File: src/rtl/rng_share_arbiter_if.sv
// Request/response bundle between the shared random-word source arbiter and its requesters.
// slave = arbiter side, master = requester/source side.
interface rng_share_arbiter_if #(
  parameter int NREQ  = 4,
  parameter int WIDTH = 16
);
  logic [WIDTH-1:0] rnd_in;
  logic [NREQ-1:0]  req;
  logic [NREQ-1:0]  ack;
  logic [WIDTH-1:0] rnd_out;
  logic             ready;
  logic             busy;
  logic             stuck_err;

  modport slave  (input  rnd_in, req, output ack, rnd_out, ready, busy, stuck_err);
  modport master (output rnd_in, req, input  ack, rnd_out, ready, busy, stuck_err);
endinterface

File: src/rtl/rng_share_arbiter.sv
// Round-robin sharing of one LFSR word source: warm-up after reset, refresh gap after every
// grant attempt, and a sticky flag when the source keeps returning the same word.
module rng_share_arbiter #(
  parameter int NREQ           = 4,
  parameter int WIDTH          = 16,
  parameter int STARTUP_CYCLES = 256,
  parameter int REFRESH_CYCLES = 16,
  parameter int MAX_REPEATS    = 3
) (
  input  logic CLK,
  input  logic reset_n,
  rng_share_arbiter_if.slave bus
);
  localparam int CMAX = (STARTUP_CYCLES > REFRESH_CYCLES) ? STARTUP_CYCLES : REFRESH_CYCLES;
  localparam int CW   = (CMAX < 2) ? 1 : $clog2(CMAX);
  localparam int PW   = $clog2(NREQ);
  localparam int RW   = $clog2(MAX_REPEATS + 1);

  typedef enum logic [1:0] {ST_STARTUP, ST_IDLE, ST_REFRESH} state_t;

  state_t            state;
  logic [CW-1:0]     cnt;
  logic [PW-1:0]     ptr;
  logic [WIDTH-1:0]  last_word;
  logic [RW-1:0]     rep_cnt;
  logic [NREQ-1:0]   ack_q;
  logic [WIDTH-1:0]  rnd_q;
  logic              ready_q, busy_q, stuck_q;

  // Search order rotated so slot 0 is the current round-robin pointer
  logic [PW-1:0] idx [NREQ];
  for (genvar g = 0; g < NREQ; g++) begin : g_idx
    assign idx[g] = PW'((int'(ptr) + g) % NREQ);
  end

  logic          win_vld;
  logic [PW-1:0] win;
  always_comb begin
    win_vld = 1'b0;
    win     = '0;
    for (int i = 0; i < NREQ; i++) begin
      if (!win_vld && bus.req[idx[i]]) begin
        win_vld = 1'b1;
        win     = idx[i];
      end
    end
  end

  logic [PW-1:0] win_nxt;
  assign win_nxt = (win == PW'(NREQ - 1)) ? '0 : win + 1'b1;

  always_ff @(posedge CLK or negedge reset_n) begin
    if (!reset_n) begin
      state     <= ST_STARTUP;
      cnt       <= CW'(STARTUP_CYCLES - 1);
      ptr       <= '0;
      last_word <= '0;
      rep_cnt   <= '0;
      ack_q     <= '0;
      rnd_q     <= '0;
      ready_q   <= 1'b0;
      busy_q    <= 1'b1;
      stuck_q   <= 1'b0;
    end else begin
      ack_q <= '0;
      case (state)
        ST_STARTUP: begin
          if (cnt == '0) begin
            state   <= ST_IDLE;
            ready_q <= 1'b1;
            busy_q  <= 1'b0;
          end else begin
            cnt <= cnt - 1'b1;
          end
        end
        ST_IDLE: begin
          if (win_vld) begin
            // A repeated word is withheld: consumers never see the same sample twice
            if (bus.rnd_in != last_word) begin
              ack_q     <= NREQ'(1) << win;
              rnd_q     <= bus.rnd_in;
              last_word <= bus.rnd_in;
              ptr       <= win_nxt;
              rep_cnt   <= '0;
            end else begin
              if (rep_cnt != RW'(MAX_REPEATS)) rep_cnt <= rep_cnt + 1'b1;
              if (rep_cnt >= RW'(MAX_REPEATS - 1)) stuck_q <= 1'b1;
            end
            state  <= ST_REFRESH;
            cnt    <= CW'(REFRESH_CYCLES - 1);
            busy_q <= 1'b1;
          end
        end
        ST_REFRESH: begin
          if (cnt == '0) begin
            state  <= ST_IDLE;
            busy_q <= 1'b0;
          end else begin
            cnt <= cnt - 1'b1;
          end
        end
        default: state <= ST_STARTUP;
      endcase
    end
  end

  assign bus.ack       = ack_q;
  assign bus.rnd_out   = rnd_q;
  assign bus.ready     = ready_q;
  assign bus.busy      = busy_q;
  assign bus.stuck_err = stuck_q;
endmodule

File: src/flat_wrapper.sv
// flat-port wrapper written by rule: the top's interface ports become plain ports
module rng_share_arbiter_flat 
#(
  parameter int NREQ           = 4,
  parameter int WIDTH          = 16,
  parameter int STARTUP_CYCLES = 256,
  parameter int REFRESH_CYCLES = 16,
  parameter int MAX_REPEATS    = 3
)
  (CLK, reset_n, bus_rnd_in, bus_req, bus_ack, bus_rnd_out, bus_ready, bus_busy, bus_stuck_err);
  rng_share_arbiter_if #(.NREQ(NREQ), .WIDTH(WIDTH)) bus_i ();
  input  logic CLK;
  input  logic reset_n;
  input wire logic [$bits(bus_i.rnd_in)-1:0] bus_rnd_in;
  input wire logic [$bits(bus_i.req)-1:0] bus_req;
  output wire logic [$bits(bus_i.ack)-1:0] bus_ack;
  output wire logic [$bits(bus_i.rnd_out)-1:0] bus_rnd_out;
  output wire logic [$bits(bus_i.ready)-1:0] bus_ready;
  output wire logic [$bits(bus_i.busy)-1:0] bus_busy;
  output wire logic [$bits(bus_i.stuck_err)-1:0] bus_stuck_err;
  assign bus_i.rnd_in = bus_rnd_in;
  assign bus_i.req = bus_req;
  assign bus_ack = bus_i.ack;
  assign bus_rnd_out = bus_i.rnd_out;
  assign bus_ready = bus_i.ready;
  assign bus_busy = bus_i.busy;
  assign bus_stuck_err = bus_i.stuck_err;
  rng_share_arbiter #(.NREQ(NREQ), .WIDTH(WIDTH), .STARTUP_CYCLES(STARTUP_CYCLES), .REFRESH_CYCLES(REFRESH_CYCLES), .MAX_REPEATS(MAX_REPEATS)) u_core (.CLK(CLK), .reset_n(reset_n), .bus(bus_i));
endmodule
File: config.mk
export PLATFORM = sky130hd
export DESIGN_NAME = rng_share_arbiter_flat
export DESIGN_NICKNAME = d
export VERILOG_FILES = /design/src/rtl/rng_share_arbiter_if.sv /design/src/rtl/rng_share_arbiter.sv /design/src/flat_wrapper.sv
export SDC_FILE = /design/constraint.sdc
export NUM_CORES = 1
export LEC_CHECK = 0
export CORE_MARGIN = 10
export CORE_UTILIZATION = 49
export CTS_CLUSTER_SIZE = 10
export DETAILED_ROUTE_END_ITERATION = 6
export HOLD_SLACK_MARGIN = 0.1
export PLACE_DENSITY = 0.79
export SYNTH_ARGS = -nofsm -noshare
export SYNTH_HDL_FRONTEND = slang
export SYNTH_SLANG_ARGS = --single-unit
File: constraint.sdc
create_clock -name CLK -period 2 [get_ports CLK]
set_input_delay 0.4 -clock CLK [delete_from_list [all_inputs] [get_ports CLK]]
set_output_delay 0.4 -clock CLK [all_outputs]
set_load 0.02 [all_outputs]
; Word-level counts from Yosys, hierarchy flattened
; Cells that the tools add are included.
[totals]
reg_bits = 37
latch_bits = 0
ram_bits = 0
mem_bits_ro = 0
inputBits = 22
output_inout_bits = 23
elab_cells = 79
mem_count = 0
[classes]
addsub = 6
n_mul = 0
div = 0
magnitude_cmp = 5
n_eq_ne = 8
n_shift = 1
mux = 31
bitwise_logic = 1
reduce_logical = 18
[ops]
columns = cell, count
row1 = 2-to-1 mux 2 bit, 9
row2 = 2-to-1 mux 8 bit, 2
row3 = != test 16 bit, 1
row4 = case mux 8 bit (2 select lines), 1
row5 = < comparator 2 x 3 -> 1 bit (second input constant), 4
row6 = 2-to-1 mux 4 bit, 3
row7 = AND reduction 3 bit, 4
row8 = 2-to-1 mux 1 bit, 10
row9 = binary-select mux 1 bit (select 2 bit), 4
row10 = logical NOT 8 bit, 1
row11 = subtractor 8 x 1 -> 8 bit (second input constant), 1
row12 = adder 2 x 1 -> 2 bit (second input constant), 3
row13 = adder 2 bit (second input constant), 2
row14 = equality test 2 bit (second input constant), 2
row15 = != test 2 x 1 -> 1 bit (second input constant), 2
row16 = != test 2 bit (second input constant), 2
row17 = case mux 2 bit (2 select lines), 1
row18 = AND reduction 2 bit, 2
row19 = AND reduction 4 bit, 1
row20 = nonzero test 2 bit, 2
row21 = left shift 1 x 2 -> 4 bit (first input constant), 1
row22 = logical AND 1 bit, 3
row23 = logical NOT 1 bit, 3
row24 = equality test 2 x 1 -> 1 bit (second input constant), 1
row25 = 5 further kinds, 5

; Depth between registers and ports, before layout
; Gate-level depths: netlist (run 1).
[logic_depth]
depth_word = 16
mapped_depth = 7
depth_no_buf = 7

; Worst setup path after synthesis (run 1)
; Ideal clock, no wire load.
[synth_timing]
path_type = register to register
from = register u_core.last_word[2]
to = register u_core.last_word[15]
setup_time_ps = 125
arrival_time_ps = 1695
required_time_ps = 1875
slack_ps = 180
stages_incl_launch_ff = 7
path_buffers = 1
synth_period_minus_slack_ps = 1820
cell_sequence = dfrtp_1 -> xnor2_1 -> nand4_1 -> nor4_4 -> nor2_4 -> buf_6 -> mux2_4
[synth_between]
elab_chain_cells = 2
[synth_rtl]
columns = element, line_no
row1 = from (decl), rng_share_arbiter.sv:24  ; logic [WIDTH-1:0] last_word;
row2 = from (signal assigned), rng_share_arbiter.sv:82  ; last_word <= bus.rnd_in;
row3 = != test 16 bit, rng_share_arbiter.sv:79  ; if (bus.rnd_in != last_word) begin
row4 = AND reduction 3 bit (no line), n/a
; No other way between the ends.
; A chain may end at the register's enable or synchronous reset.

; Worst setup path in the final report (run 1)
[layout_timing]
from = input bus_rnd_in[4]
to = register u_core.last_word[5]
[layout_between]
elab_chain_cells = 2
[layout_rtl]
columns = element, line_no
row1 = from (decl), flat_wrapper.sv:14  ; input wire logic [$bits(bus_i.rnd_in)-1:0] bus_rnd_in;
row2 = != test 16 bit, rng_share_arbiter.sv:79
row3 = AND reduction 3 bit (no line), n/a
; No other way between the ends.

==> summary.txt, run 1 <==
status - finished, final reports clean
Clock transition at path regs - 0.07 ns
clock skew - 0.00580 ns
Top Metal Used - met4
reg2reg start - u_core.state[1]
Final Hold Viols - 0
Yosys Warn Count - 0
Starting Density - 51.7%
dpl cells - 258
Setup WS pre-CTS - -0.347 ns
Hold Startpoint - bus_rnd_in[2]
Worst Path Max Fanout - 6
CTS max path bufs - 2
final setup vio count - 0
post-DP HPWL - 3.25 mm
Seq/Total Area, Yosys - 48.8%
Max IR drop VDD - 427 µV
cells after synthesis - 157
final cell count without fillers - 269
Vias - 1404
die height - 82.6 µm
P_leak - 0.00116 µW
Max-cap violations - 0
hold path depth - 2
Die Area - 6820 µm²
area grow syn2layout - 35.5%
row cnt - 22
vias in the first global route - 1471
Reg2Reg Depth - 4
Crit. End Element - register
Detail Route Antenna Nets - 0
Die Wd - 82.6 µm
Psw - 427 µW
number of nets in the layout - 250
clk root buf - clkbuf_8
Endpoint, Worst Hold - u_core.last_word[2]
first-pass GRT wire length - 6.90 mm
combinational power share - 17.3%
WL met3 - 317 µm
later-pin clock latency in the skew report - 0.29 ns
asr flop ratio synth - 100%
reg2reg setup slack - 0.15 ns
Slew Limit Headroom - 56.1%
Final Worst Setup Slack - 0.0640 ns
TritonCTS Buffers - 5
gpl congestion - 0.828
EDFF count, synth - 0
fill count - 279
initial antenna violation count - 0
H-Tree Depth - 2
GRT Util Overall - 13.1%
r2r endpoint - u_core.last_word[3]
# DRC - 0
period utilization - 96.8%
Sequential Power Share - 50.7%
worst-margin pin slew - 0.658 ns
core area - 3720 µm²
drt total wl - 4.35 mm
syn avg cell area - 12.2 µm²
antenna diode count - 0
Detailed Routing Iterations Pass 1 - 4
Hold Crit Class - input pin to register
clock share of power - 32.0%
FF+latch count, synth - 37
Crit Path Class - input pin to register
routed wire length per instance - 16.2 µm
metal1 wirelength - 1.77 mm
Final Core Density - 70.0%
largest net degree at the start of global routing - 38
DR vias/cell - 5.22
Reg area - 937 µm²
Mapped Area - 1920 µm²
min Tclk post-route - 1.94 ns
IO Port Bufs - 44
clk sink count - 37
Worst EP arrival - 2.11 ns
syn_nets - 187
hold buffer count at CTS - 0
Distinct cells, synth - 33
Critical Path RT - 2.18 ns
Int Pwr - 1260 µW
layout cell share with drive strength beyond 1 - 24.0%
Slew Limit Fails - 0
Switching Fraction - 25.3%
Synth Flop Type - dfrtp_1
First DRT Iteration DRCs - 76
critical path startpoint category - input pin
CTS tree - built
multi-input logic area - 933 µm²
met2 wire length - 2.23 mm
gr ovfl total - 0
I/O pins - 45
Peak Freq - 517 MHz
power per cell area - 648 nW/µm²
total power - 1690 µW
what timing repair did:
action                                  4_1_cts  5_1_grt
pin swaps                                     2        4
gates cloned                                  1        1
resized for setup                             0        6
endpoints found under the setup margin       18       11
setup buffers                                 1        0
through the flow:
| stage | area (µm²) | hold slack [ns] | setup TNS (ns) |
|---|---|---|---|
| after floorplan | 1920 | 0.104 | 0 |
| after global placement | 2480 | 0.451 | -5.96 |
| after detailed placement | 2480 | 0.452 | -6.99 |
| after CTS | 2580 | 0.463 | 0 |
| after global routing | 2600 | 0.409 | -0.00652 |
| final | 2600 | 0.407 | 0 |
layer usage:
layer / global-route usage (%) / up-vias
li1: - / 679
met1: 14.2 / 691
met2: 22.3 / 28
met3: 6.59 / 6
met4: 3.01 / 0
met5: 0 / -
registers in the layout, indices dropped and copies added (netlist names):
signal,count
u_core.ptr,2
u_core.state,2
u_core.bus.busy,1
u_core.bus.ack,4
u_core.rep_cnt,2
u_core.bus.stuck_err,1
u_core.last_word,16
u_core.cnt,8
u_core.bus.ready,1
logic make-up (layout without fill, tap and decap cells):
| family | count (synthesis) | in the layout | synth area share [%] |
|---|---|---|---|
| and+or+nand+nor | 40 | 42 | 12.6 |
| DFF | 37 | 37 | 48.8 |
| AOI/OAI and AO/OA | 22 | 22 | 6.84 |
| muxes | 20 | 20 | 14.8 |
| xor gates and xnor gates | 18 | 18 | 8.21 |
| buffers and inverters | 12 | 74 | 3.52 |
| adders and majority gates | 8 | 8 | 5.21 |
critical path: stages:
cell             delay, ns
clkdlybuf4s50_1       0.50
xnor2_1               0.13
nand4_1               0.17
nor4_4                0.32
buf_4                 0.21
nor2_4                0.08
mux2_4                0.30
placed cells by master, fill, tap and decap left out, types with 2 or more instances in the layout:
cell,instances
a21oi_1,7
nor2_1,5
clkdlybuf4s50_1,40
dfrtp_1,28
nand4b_1,2
dlymetal6s2s_1,4
nor4_1,2
and2_1,4
ha_1,8
xnor2_1,17
nand2_1,8
o21ai_0,6
inv_1,9
nand3_1,7
dfstp_2,9
nor2_4,2
clkbuf_8,6
buf_4,13
mux2_4,16
mux2_2,3
nand2b_1,3
nand4_1,4
clkbuf_1,2
power by group through the flow:
stage               Combinational, µW  Sequential, µW  Clock (µW)
floorplan                         119             883           0
global placement                  285             864           0
detailed placement                295             869           0
CTS                               296             856         549
global route                      316             864         584
finish                            291             856         540
synthesized netlist by cell type (2+ instances only):
cell,instances,area (µm²)
dfrtp_1,28,701
xnor2_1,17,149
mux2_4,16,240
dfstp_2,9,236
inv_1,9,33.8
ha_1,8,100
nand2_1,8,30.0
a21oi_1,7,35.0
nand3_1,7,35.0
o21ai_0,7,35.0
nor2_1,5,18.8
and2_1,4,25.0
nand4_1,4,25.0
buf_6,3,33.8
mux2_2,3,33.8
nand2b_1,3,18.8
nand4b_1,2,17.5
nor4_1,2,12.5
worst max path at each step:
stage	from	slack, ns	end
floorplan	u_core.last_word[2]	0.18	u_core.last_word[15]
global placement	bus_rnd_in[6]	-0.33	u_core.last_word[0]
detailed placement	bus_rnd_in[6]	-0.35	u_core.ptr[0]
CTS	bus_rnd_in[5]	0.03	u_core.last_word[5]
global route	bus_rnd_in[11]	-0.004	u_core.last_word[8]
finish	bus_rnd_in[4]	0.06	u_core.last_word[5]
cell type report:
class / count / area share, %
inverters: 9 / 1.30
repair buffers: 57 / 21.1
flip-flops and latches: 37 / 36.0
well taps: 48 / 2.31
multi-input cells: 110 / 35.9
clock buffers: 8 / 3.46
(Power assumes the default switching activity.)
==> run 2: changes to the inputs <==
- CORE_UTILIZATION: 49 -> 40
- PLACE_DENSITY: 0.79 -> 0.66
==> run 2 against run 1 <==
  * Sequential power barely moved
  * Clock power fell by 1%
  * Critical path depth did not move
  * Non-clock buffer count rose by 1
  * Combinational power barely moved
  * First-iteration DRC count fell by 25%
  * Register-to-register slack improved by 0.07 ns
  * Clock skew fell by 0.0020 ns
  * Die area rose by 17%
  * Setup slack improved by 0.041 ns
  * Wire length barely moved
  * Fmax rose by 2.2%
  * Largest power group unchanged
==> summary.txt, run 2 (synthesized netlist as in run 1, its figures left out) <==
largest net degree at the start of global routing - 38
Int Pwr - 1260 µW
vias in the first global route - 1498
Max IR drop VDD - 380 µV
CTS tree - built
first-pass GRT wire length - 6.97 mm
IO Port Bufs - 44
clk root buf - clkbuf_8
gpl congestion - 0.774
First DRT Iteration DRCs - 57
max FFs per register - 16
routed wire length per instance - 15.8 µm
Post-Route Setup TNS - 0 ns
Clock transition at path regs - 0.07 ns
P_leak - 0.00116 µW
Crit Path Class - input pin to register
period utilization - 94.8%
CTS max path bufs - 2
antenna diode count - 0
Reg2Reg Depth - 6
reg2reg start - u_core.last_word[9]
worst-margin pin slew - 0.816 ns
WL met3 - 353 µm
RSZ-0062 raised after global routing - false
drt total wl - 4.35 mm
Detailed Routing Iterations Pass 1 - 4
Critical Path RT - 2.17 ns
clock share of power - 31.7%
Reg area - 937 µm²
Hold Crit Class - input pin to asynchronous set/reset pin
Die Area - 7970 µm²
critical path startpoint category - input pin
total power - 1680 µW
Crit path max-delay family - buffers and inverters
Die Wd - 89.3 µm
# DRC - 0
Slew Limit Headroom - 45.6%
number of nets in the layout - 251
clock skew - 0.00376 ns
reg2reg setup slack - 0.22 ns
Worst EP arrival - 2.07 ns
status - finished, final reports clean
initial antenna violation count - 0
Final Hold Viols - 0
die height - 89.3 µm
Slew Limit Fails - 0
Sequential Power Share - 51.0%
row cnt - 25
area grow syn2layout - 36.3%
Crit. End Element - register
core area - 4690 µm²
H-Tree Depth - 2
Biggest register - u_core.last_word
GRT Util Overall - 11.2%
Switching Fraction - 25.0%
later-pin clock latency in the skew report - 0.29 ns
r2r endpoint - u_core.last_word[10]
clk sink count - 37
combinational power share - 17.3%
final setup vio count - 0
Top Metal Used - met4
I/O pins - 45
gr ovfl total - 0
most frequent cells in the layout - 39 x clkdlybuf4s50_1, 28 x dfrtp_1, 17 x xnor2_1, 16 x mux2_4, 14 x buf_4
most common library cell in the layout ignoring fill and taps - clkdlybuf4s50_1
min Tclk post-route - 1.90 ns
power per cell area - 641 nW/µm²
multi-input logic area - 938 µm²
met2 wire length - 2.10 mm
DR vias/cell - 5.11
Max-cap violations - 0
Peak Freq - 528 MHz
Worst Path Max Fanout - 6
TritonCTS Buffers - 5
Max stage delay on crit path - 0.50 ns
Detail Route Antenna Nets - 0
Psw - 420 µW
Vias - 1409
Slowest cell on crit path - clkdlybuf4s50_1
fill count - 391
Starting Density - 40.9%
post-DP HPWL - 3.22 mm
metal1 wirelength - 1.86 mm
layout cell share with drive strength beyond 1 - 24.8%
worst-path cell chain - clkdlybuf4s50_1 > xnor2_1 > nand4_1 > nor4_4 > buf_4 > nor2_4 > mux2_4
WP buf/inv - 2
-- run 2: cell count changes in the layout (fill, tap and decap cells not counted) --
cell / change
buf_4: +1
nor2_2: -1
nor2_4: +1
buf_2: +1
clkdlybuf4s50_1: -1
-- run 2: area by class of cell --
cell class	instances	share of cell area (%)
Clock buffer	8	3.44
Inverter	9	1.29
Multi-Input combinational cell	110	35.9
Sequential cell	37	35.8
Tap cell	54	2.58
Timing Repair Buffer	58	21.0
-- run 2: power by group through the flow --
stage / clock (µW) / sequential [µW] / combinational, µW
after global placement: 0 / 865 / 283
after CTS: 549 / 855 / 295
after floorplan: 0 / 883 / 119
final: 532 / 855 / 290
after global routing: 573 / 864 / 320
after detailed placement: 0 / 867 / 293
-- run 2: per-layer routing --
layer	track usage [%]	vias up
met2	18.7	39
met4	3.90	0
met1	12.0	685
li1	-	680
met5	0	-
met3	5.29	5
-- run 2: how the worst max path moves through the flow --
stage / from / end / slack, ns / depth (start not counted)
2_1_floorplan: u_core.last_word[2] / u_core.last_word[15] / 0.18 / 6
3_3_place_gp: bus_rnd_in[6] / u_core.ptr[0] / -0.31 / 6
3_5_place_dp: bus_rnd_in[2] / u_core.ptr[0] / -0.38 / 6
4_1_cts: bus_rnd_in[2] / u_core.last_word[0] / 0.02 / 7
5_1_grt: bus_rnd_in[11] / u_core.last_word[10] / 0.003 / 7
6_report: bus_rnd_in[13] / u_core.last_word[10] / 0.10 / 7
-- run 2: stage by stage --
step	hold WS, ns	util, %	instance area (µm²)	instances	setup slack [ns]
finish	0.203	55.8	2620	276	0.105
detailed placement	0.454	52.9	2480	264	-0.381
global route	0.269	55.8	2620	276	0.00261
CTS	0.230	55.3	2600	275	0.0248
global placement	0.448	52.9	2480	264	-0.310
floorplan	0.104	-	1920	157	0.180
-- run 2: timing repair --
action,CTS,global route
hold buffers,0,0
gates cloned,1,1
pin swaps,2,4
setup buffers,2,0
gates resized for setup,1,6
setup endpoints to repair,18,16
